### config.mk
export PLATFORM = sky130hd
export DESIGN_NAME = mux_n_reg_flat
export DESIGN_NICKNAME = d
export VERILOG_FILES = /design/src/rtl/mux_n_reg_if.sv /design/src/rtl/mux_n_reg.sv /design/src/flat_wrapper.sv
export SDC_FILE = /design/constraint.sdc
export NUM_CORES = 1
export LEC_CHECK = 0
export BUFFER_PORTS_ARGS = -buffer_cell sky130_fd_sc_hd__buf_2
export CORE_MARGIN = 2
export CORE_UTILIZATION = 39
export DETAILED_ROUTE_END_ITERATION = 12
export PLACE_DENSITY = 0.82
export SLEW_MARGIN = 30
export SYNTH_ARGS = -nofsm -noshare
export SYNTH_HDL_FRONTEND = slang
export SYNTH_SLANG_ARGS = --single-unit
### constraint.sdc
create_clock -name clk -period 2 [get_ports clk]
set_clock_uncertainty 0.15 [all_clocks]
set_input_delay 0.6 -clock clk [delete_from_list [all_inputs] [get_ports clk]]
set_output_delay 0.6 -clock clk [all_outputs]
set_load 0.02 [all_outputs]
### src/rtl/mux_n_reg_if.sv
// ---------------------------------------------------------------------------
// mux_n_reg_if
//   Bundles the control, data and status signals of mux_n_reg so the mux
//   and its driver connect through a single port.
//
//   Parameters
//     WIDTH  data width of each input and of data_out
//     N_IN   number of data inputs; SEL_W = $clog2(N_IN)
//
//   Signals (direction seen from the mux, i.e. the slave modport)
//     sel_load    in   load sel_in into the selector register
//     sel_in      in   new selector value (SEL_W bits)
//     scan_en     in   advance the selector by one, wrapping at N_IN-1
//     data_in     in   packed inputs, input i = data_in[i*WIDTH +: WIDTH]
//     out_en      in   capture the selected input into data_out
//     data_out    out  registered mux output
//     data_valid  out  one-cycle strobe after each capture
//     sel_cur     out  current selector register value
//     sel_err     out  out-of-range load flag (only with MUXN_SEL_ERR_EN)
//
//   Optional feature macro: MUXN_SEL_ERR_EN
// ---------------------------------------------------------------------------
interface mux_n_reg_if #(
  parameter int WIDTH = 32,
  parameter int N_IN  = 5
);
  localparam int SEL_W = $clog2(N_IN);

  logic                  sel_load;
  logic [SEL_W-1:0]      sel_in;
  logic                  scan_en;
  logic [N_IN*WIDTH-1:0] data_in;
  logic                  out_en;
  logic [WIDTH-1:0]      data_out;
  logic                  data_valid;
  logic [SEL_W-1:0]      sel_cur;
`ifdef MUXN_SEL_ERR_EN
  logic                  sel_err;
`endif

  // Driver side: produces control and data, observes the registered outputs.
  modport master (
    output sel_load, sel_in, scan_en, data_in, out_en,
    input  data_out, data_valid, sel_cur
`ifdef MUXN_SEL_ERR_EN
    , input sel_err
`endif
  );

  // Mux side.
  modport slave (
    input  sel_load, sel_in, scan_en, data_in, out_en,
    output data_out, data_valid, sel_cur
`ifdef MUXN_SEL_ERR_EN
    , output sel_err
`endif
  );
endinterface : mux_n_reg_if

### src/rtl/mux_n_reg.sv
// ---------------------------------------------------------------------------
// mux_n_reg
//   Registered N-input datapath multiplexer with a registered selector.
//   The selector is either loaded directly or auto-advanced in scan mode.
//   A capture always uses the selector value held before the capturing
//   edge, so control can pick a source one state ahead of the capture.
//
//   Parameters
//     WIDTH  data width (>=1)
//     N_IN   number of inputs (>=2); SEL_W = $clog2(N_IN) is derived
//
//   Ports
//     clk      rising-edge clock
//     reset    asynchronous, active-low reset
//     mux_if   mux_n_reg_if.slave: sel_load, sel_in, scan_en, data_in,
//              out_en in; data_out, data_valid, sel_cur (and sel_err) out
//
//   Optional feature macro: MUXN_SEL_ERR_EN
//     defined   : out-of-range loads keep the selector and pulse sel_err
//     undefined : out-of-range loads fall back to input 0, no sel_err
// ---------------------------------------------------------------------------
module mux_n_reg #(
  parameter int WIDTH = 32,
  parameter int N_IN  = 5
) (
  input logic        clk,
  input logic        reset,
  mux_n_reg_if.slave mux_if
);

  localparam int               SEL_W    = $clog2(N_IN);
  localparam logic [SEL_W-1:0] SEL_LAST = SEL_W'(N_IN - 1);
  // One extra bit so the range compare also works when N_IN == 2**SEL_W.
  localparam logic [SEL_W:0]   N_IN_EXT = (SEL_W + 1)'(N_IN);

  logic [SEL_W-1:0] sel_q,   sel_d;
  logic [WIDTH-1:0] data_q,  data_d;
  logic             valid_q, valid_d;
`ifdef MUXN_SEL_ERR_EN
  logic             err_q,   err_d;
`endif

  // Unpacked view of the packed input bus.
  logic [WIDTH-1:0] src [N_IN];

  for (genvar g = 0; g < N_IN; g++) begin : g_src
    assign src[g] = mux_if.data_in[g*WIDTH +: WIDTH];
  end

  logic             sel_in_ok;
  logic [SEL_W-1:0] sel_scan;

  assign sel_in_ok = ({1'b0, mux_if.sel_in} < N_IN_EXT);
  // Explicit wrap: for non-power-of-2 N_IN the unused codes are never reached.
  assign sel_scan  = (sel_q == SEL_LAST) ? '0 : sel_q + 1'b1;

  // Selector next state: load has priority over scan, otherwise hold.
  always_comb begin
    // NOTE: every variable gets a default first so no path leaves it
    // unassigned, which would otherwise infer a latch.
    sel_d = sel_q;
`ifdef MUXN_SEL_ERR_EN
    err_d = 1'b0;
`endif
    if (mux_if.sel_load) begin
      if (sel_in_ok) begin
        sel_d = mux_if.sel_in;
      end else begin
`ifdef MUXN_SEL_ERR_EN
        err_d = 1'b1;
`else
        sel_d = '0;
`endif
      end
    end else if (mux_if.scan_en) begin
      sel_d = sel_scan;
    end
  end

  // Output register next state: reads sel_q (the pre-edge selector), so a
  // same-edge load or scan never affects the value being captured.
  always_comb begin
    data_d  = data_q;
    valid_d = mux_if.out_en;
    if (mux_if.out_en) begin
      data_d = src[sel_q];
    end
  end

  always_ff @(posedge clk or negedge reset) begin
    if (!reset) begin
      sel_q   <= '0;
      data_q  <= '0;
      valid_q <= 1'b0;
`ifdef MUXN_SEL_ERR_EN
      err_q   <= 1'b0;
`endif
    end else begin
      // NOTE: non-blocking assignments so every register samples the
      // pre-edge values of the others regardless of statement order.
      sel_q   <= sel_d;
      data_q  <= data_d;
      valid_q <= valid_d;
`ifdef MUXN_SEL_ERR_EN
      err_q   <= err_d;
`endif
    end
  end

  // All outputs come straight from registers.
  assign mux_if.data_out   = data_q;
  assign mux_if.data_valid = valid_q;
  assign mux_if.sel_cur    = sel_q;
`ifdef MUXN_SEL_ERR_EN
  assign mux_if.sel_err    = err_q;
`endif

endmodule : mux_n_reg

### src/flat_wrapper.sv
// flat-port wrapper written by rule: the top's interface ports become plain ports
module mux_n_reg_flat 
#(
  parameter int WIDTH = 32,
  parameter int N_IN  = 5
)
  (clk, reset, mux_if_sel_load, mux_if_sel_in, mux_if_scan_en, mux_if_data_in, mux_if_out_en, mux_if_data_out, mux_if_data_valid, mux_if_sel_cur);
  mux_n_reg_if #(.WIDTH(WIDTH), .N_IN(N_IN)) mux_if_i ();
  input logic clk;
  input logic reset;
  input wire logic [$bits(mux_if_i.sel_load)-1:0] mux_if_sel_load;
  input wire logic [$bits(mux_if_i.sel_in)-1:0] mux_if_sel_in;
  input wire logic [$bits(mux_if_i.scan_en)-1:0] mux_if_scan_en;
  input wire logic [$bits(mux_if_i.data_in)-1:0] mux_if_data_in;
  input wire logic [$bits(mux_if_i.out_en)-1:0] mux_if_out_en;
  output wire logic [$bits(mux_if_i.data_out)-1:0] mux_if_data_out;
  output wire logic [$bits(mux_if_i.data_valid)-1:0] mux_if_data_valid;
  output wire logic [$bits(mux_if_i.sel_cur)-1:0] mux_if_sel_cur;
  assign mux_if_i.sel_load = mux_if_sel_load;
  assign mux_if_i.sel_in = mux_if_sel_in;
  assign mux_if_i.scan_en = mux_if_scan_en;
  assign mux_if_i.data_in = mux_if_data_in;
  assign mux_if_i.out_en = mux_if_out_en;
  assign mux_if_data_out = mux_if_i.data_out;
  assign mux_if_data_valid = mux_if_i.data_valid;
  assign mux_if_sel_cur = mux_if_i.sel_cur;
  mux_n_reg #(.WIDTH(WIDTH), .N_IN(N_IN)) u_core (.clk(clk), .reset(reset), .mux_if(mux_if_i));
endmodule
After elaboration in Yosys (flattened, before gate mapping)
Cells that the tools add are included.
- reduce and logical (&&, ||, !) cells: 1
- bitwise gates (word level): 1
- add/subtract/negate cells: 1
- mux-type cells: 7
- equality and inequality tests: 1
- magnitude comparators: 2
- operators with widths (cell ; count):
    binary-select mux 32 bit (select 3 bit) ; 1
    two-way mux 32 bit ; 2
    two-way mux 3 bit ; 4
    >= comparator 4 bit, second input constant ; 1
    inverter 3 -> 4 bit ; 1
    adder 3 x 1 -> 3 bit, second input constant ; 1
    equality test 3 bit, second input constant ; 1
    < comparator 3 bit, second input constant ; 1
    nonzero test 2 bit ; 1
- bits in registers: 36
- logic and storage cells: 16
- bits of input ports: 168
- output and inout port bits: 36

Depth between registers and ports, before layout
- depth in word-level cells: 4
- mapped depth: 8
- gate-level depth less buffers: 5

Worst setup path before layout
No wires, ideal clock.
- path type: register -> register
- start point: register u_core.sel_q[1] (netlist: u_core.mux_if.sel_cur[1])
- end point: register u_core.sel_q[2] (netlist: u_core.mux_if.sel_cur[2])
- path slack: 0.244 ns
- setup time: 0.130 ns
- required time: 1.720 ns
- stages on the path, launching flop included: 9
- arrival: 1.475 ns
- path buffers: 3
- cells stage by stage: dfrtp_1 -> clkbuf_1 -> buf_6 -> buf_6 -> inv_2 -> ha_1 -> o21ai_0 -> a221oi_1 -> a21oi_1
- cells in the longest elaborated chain, start to end: 4
- RTL lines (item ; RTL line ; source):
    start: declaration ; mux_n_reg.sv:36 ; logic [SEL_W-1:0] sel_q, sel_d;
    start signal: assignment ; mux_n_reg.sv:101 ; sel_q <= sel_d;
    adder 3 x 1 -> 3 bit or equality test 3 bit (tied branches) ; mux_n_reg.sv:55 ; assign sel_scan = (sel_q == SEL_LAST) ? '0 : sel_q + 1'b1;
    two-way mux 3 bit (*) ; mux_n_reg.sv:55 ;
    two-way mux 3 bit (*) ; mux_n_reg.sv:75 ; end else if (mux_if.scan_en) begin
    two-way mux 3 bit (*) ; mux_n_reg.sv:65 ; if (mux_if.sel_load) begin
Mark *: on every way between the ends. The rest lies on a longest branch, timed or not. The select of a mux whose other input is x is not followed.
A chain may end at the register's enable or synchronous reset.

Worst setup path after layout
- start point: register u_core.sel_q[1] (netlist: u_core.mux_if.sel_cur[1])
- end point: output mux_if_sel_cur[1]
- RTL lines (item ; RTL line ; source):
    end: declaration ; flat_wrapper.sv:18 ; output wire logic [$bits(mux_if_i.sel_cur)-1:0] mux_if_sel_cur;
No word-level cell between the ends.

==> flow_metrics.py <==
metrics = {
    "run": {
        "drv_cap": 0,
    },
    "worst_setup_path": {
        "crit_path_end_kind": "primary output",
        "critPathMaxStageDelay_ns": 0.48,
        "crit_type": "reg2out",
        "crit_required_ns": 1.25,
        "crit_fanout": 4,
        "cp.arrival_ns": 1.20,
        "startpoint_type": "flip-flop",
        "slowest_stage": "dfrtp_4",
        "reg2reg_from": "u_core.mux_if.sel_cur[1]",
        "r2r_slack_ns": 0.11,
        "crit_start": "u_core.mux_if.sel_cur[1]",
        "cpMostUsedCell": "buf_4",
        "timing.critical_path.cells": "buf_4 > buf_16 > buf_4",
    },
    "die": {
        "start_util_pct": 40.22,
        "dieArea_um2": 6709,
        "fp.coreArea_um2": 5886,
        "fp-row-count": 28,
        "die_x_um": 81.91,
        "ios": 204,
        "fp.dieH_um": 81.91,
    },
    "global_route": {
        "grt_max_degree": 31,
        "grt_pass1_wl_um": 11300,
        "antenna_found_initial": 0,
        "grt_pass1_vias": 2468,
        "overflow": 0,
        "grt.total_usage_pct": 22.14,
    },
    "timing": {
        "fin_crit_sh_pct": 97.71,
        "relSlewSlack_pct": 54.68,
        "worst_pin_slew_ns": 0.6777,
        "hold_viol_final": 0,
        "final_max_slew_viol_count": 0,
        "setup_viol": 0,
        "fin_crit_ns": 1.954,
        "rsz0062_at_grt": "false",
        "clock.fmax_mhz": 511.7,
    },
    "logic_synthesis": {
        "async_reset_ff_share_pct": 100.0,
        "ys_top_cells_by_count": "mux2i_1 (65), dfrtp_1 (36), a221o_1 (32), o22ai_1 (32), buf_6 (9)",
        "synth_top_cell_area_share_pct": 38.05,
        "synth_area_leaders": "dfrtp_1 (38%), mux2i_1 (27%), a221o_1 (14%), o22ai_1 (8.5%), buf_6 (4.3%)",
        "yosysWarnings": 0,
        "ys_types": 23,
        "yosys.cell_count.top_type": "mux2i_1",
        "ys_seq_area_share_pct": 38.05,
        "yosys_most_used_dff": "dfrtp_1",
        "syn_area_um2": 2367,
        "synth_fp_nets": 378,
        "syn_inst": 208,
        "synth_edf_count": 0,
        "synth-seq-cells": 36,
        "synth_top_area_cell": "dfrtp_1",
        "syn_avg_cell_area_um2": 11.38,
    },
    "place": {
        "dp_cells": 479,
        "dpl.hpwl_um": 6190,
        "io_buffers": 203,
        "gp_congestion": 0.7421,
    },
    "finish": {
        "layout-drive-gt1-share_pct": 55.31,
        "finalNetCount": 584,
        "syn2layout_area_growth_pct": 53.17,
        "utilization_pct": 61.61,
        "n_fill_cell": 498,
        "diodes": 0,
        "final_cells": 489,
    },
    "routing": {
        "via_per_inst": 5.376,
        "ant_nets": 0,
        "first_pass_iters": 4,
        "wl_per_cell_um": 15.75,
        "wl_um": 7700,
        "drc": 0,
        "num_vias": 2629,
        "drt_iter0_markers": 103,
    },
    "clocking": {
        "cts.sinks": 36,
        "ctsHtreeMaxLevel": 2,
        "cts_tree": "done",
        "cts_inserted_buffers": 5,
        "cts_root_buf": "clkbuf_8",
        "insertion_delay_ns": 0.27,
        "cts_buffer_depth": 2,
        "clkTransAtPathRegs_ns": 0.07,
    },
    "power_and_ir_drop": {
        "p_comb_share_pct": 44.8,
        "clkPwrFrac_pct": 18.3,
        "p_int_w": 0.001668,
        "leakage_nw": 1.908,
        "powerDensity_nw_per_um2": 706.5,
        "peakVddDrop_mv": 0.4023,
        "switchingPower_w": 0.0008939,
        "p_sw_share_pct": 34.89,
        "power_frac_seq_pct": 36.9,
    },
    "run_status": {
        "status": "complete, no violations",
    },
    "min_path": {
        "hold_class": "in2async",
    },
}
[placed cells by master, fill, tap and decap left out]
cell / Yosys / final
a211oi_1: 1 / 1
a21boi_1: 1 / 1
a21oi_1: 2 / 2
a221o_1: 32 / 32
a221oi_1: 1 / 1
buf_12: 0 / 3
buf_16: 0 / 1
buf_2: 8 / 202
buf_4: 0 / 13
bufbuf_16: 0 / 1
clkbuf_1: 4 / 1
clkbuf_8: 0 / 5
clkinv_2: 0 / 1
dfrtp_1: 36 / 35
dfrtp_4: 0 / 1
ha_1: 2 / 2
inv_1: 2 / 2
inv_2: 1 / 1
mux2i_1: 65 / 65
nand2_1: 2 / 2
nand2b_1: 1 / 1
nand3b_1: 2 / 2
nor2_1: 1 / 1
nor2b_1: 2 / 2
nor3_4: 0 / 1
o21ai_0: 1 / 1
o21ai_1: 1 / 1
o22ai_1: 32 / 32
or3b_1: 1 / 1
[metal layers]
metal,part of all wire (%),GRT usage [%],up-vias
li1,-,-,1261
met1,36,24.35,1236
met2,54,42.28,123
met3,8.7,3.956,9
met4,1.3,7.500,0
met5,0,0,-
[area by class of cell]
| class | instances | area (µm²) | area share, % |
|---|---|---|---|
| multi-input combinational | 148 | 1310 | 36.13 |
| clock inverter | 1 | 5.005 | 0.1380 |
| inverter | 3 | 11.26 | 0.3106 |
| sequential | 36 | 904.6 | 24.95 |
| tap | 75 | 93.84 | 2.588 |
| clock buffer | 6 | 72.57 | 2.001 |
| timing repair buffer | 220 | 1229 | 33.89 |
[cell families after synthesis]
family,synth area share (%)
compound gates,23.84
mux,27.48
flops,38.05
buf+inv,7.082
simple gates,2.484
fa+ha+maj,1.057
[repair_timing]
action                                  in CTS  in global routing
hold buffers                                 0                  0
gates resized for setup                      2                  0
setup buffers                                2                  0
gates cloned                                 1                  0
pin swaps                                    0                  1
endpoints found under the setup margin       1                  1
[worst max-delay path, delay by kind of cell (launching register included)]
family	cells	cell delay [ns]
buf+inv	3	0.45
flops	1	0.48
[path summary, 6_finish.rpt]
path | end | cells after the start
max | mux_if_sel_cur[1] | 3
min | u_core.mux_if.data_out[20] | 1
max reg2reg | u_core.mux_if.sel_cur[2] | 8
min reg2reg | u_core.mux_if.data_out[14] | 1
max in group asynchronous | u_core.mux_if.sel_cur[1] | 2
min in group clk | u_core.mux_if.data_out[14] | 1
[state kept, by name, summed over array words and instances, names as in the netlist]
name and cells:
u_core.mux_if.data_out 32, u_core.mux_if.data_valid 1, u_core.mux_if.sel_cur 3
[power by group through the flow]
stage | Clock, W | Combinational [W] | Sequential, W
2_1_floorplan | 0 | 0.000510 | 0.00113
3_3_place_gp | 0 | 0.00107 | 0.000952
3_5_place_dp | 0 | 0.00111 | 0.000958
4_1_cts | 0.000491 | 0.00116 | 0.000945
5_1_grt | 0.000533 | 0.00123 | 0.000963
6_report | 0.000470 | 0.00115 | 0.000944
[per-stage QoR]
stage / TNS [ns] / hold slack, ns / worst slack, ns / cell area (µm²) / power (W)
6_report: 0 / 0.09788 / 0.04578 / 3626 / 0.002562
5_1_grt: 0 / 0.1153 / 0.002594 / 3626 / 0.002730
4_1_cts: 0 / 0.1001 / 0.02451 / 3626 / 0.002596
3_5_place_dp: 0 / 0.3485 / 0.05785 / 3491 / 0.002072
3_3_place_gp: -3.515 / 0.3450 / -0.1596 / 3485 / 0.002022
2_1_floorplan: 0 / 0.1544 / 0.2442 / 2367 / 0.001635
(Power assumes the default switching activity.)
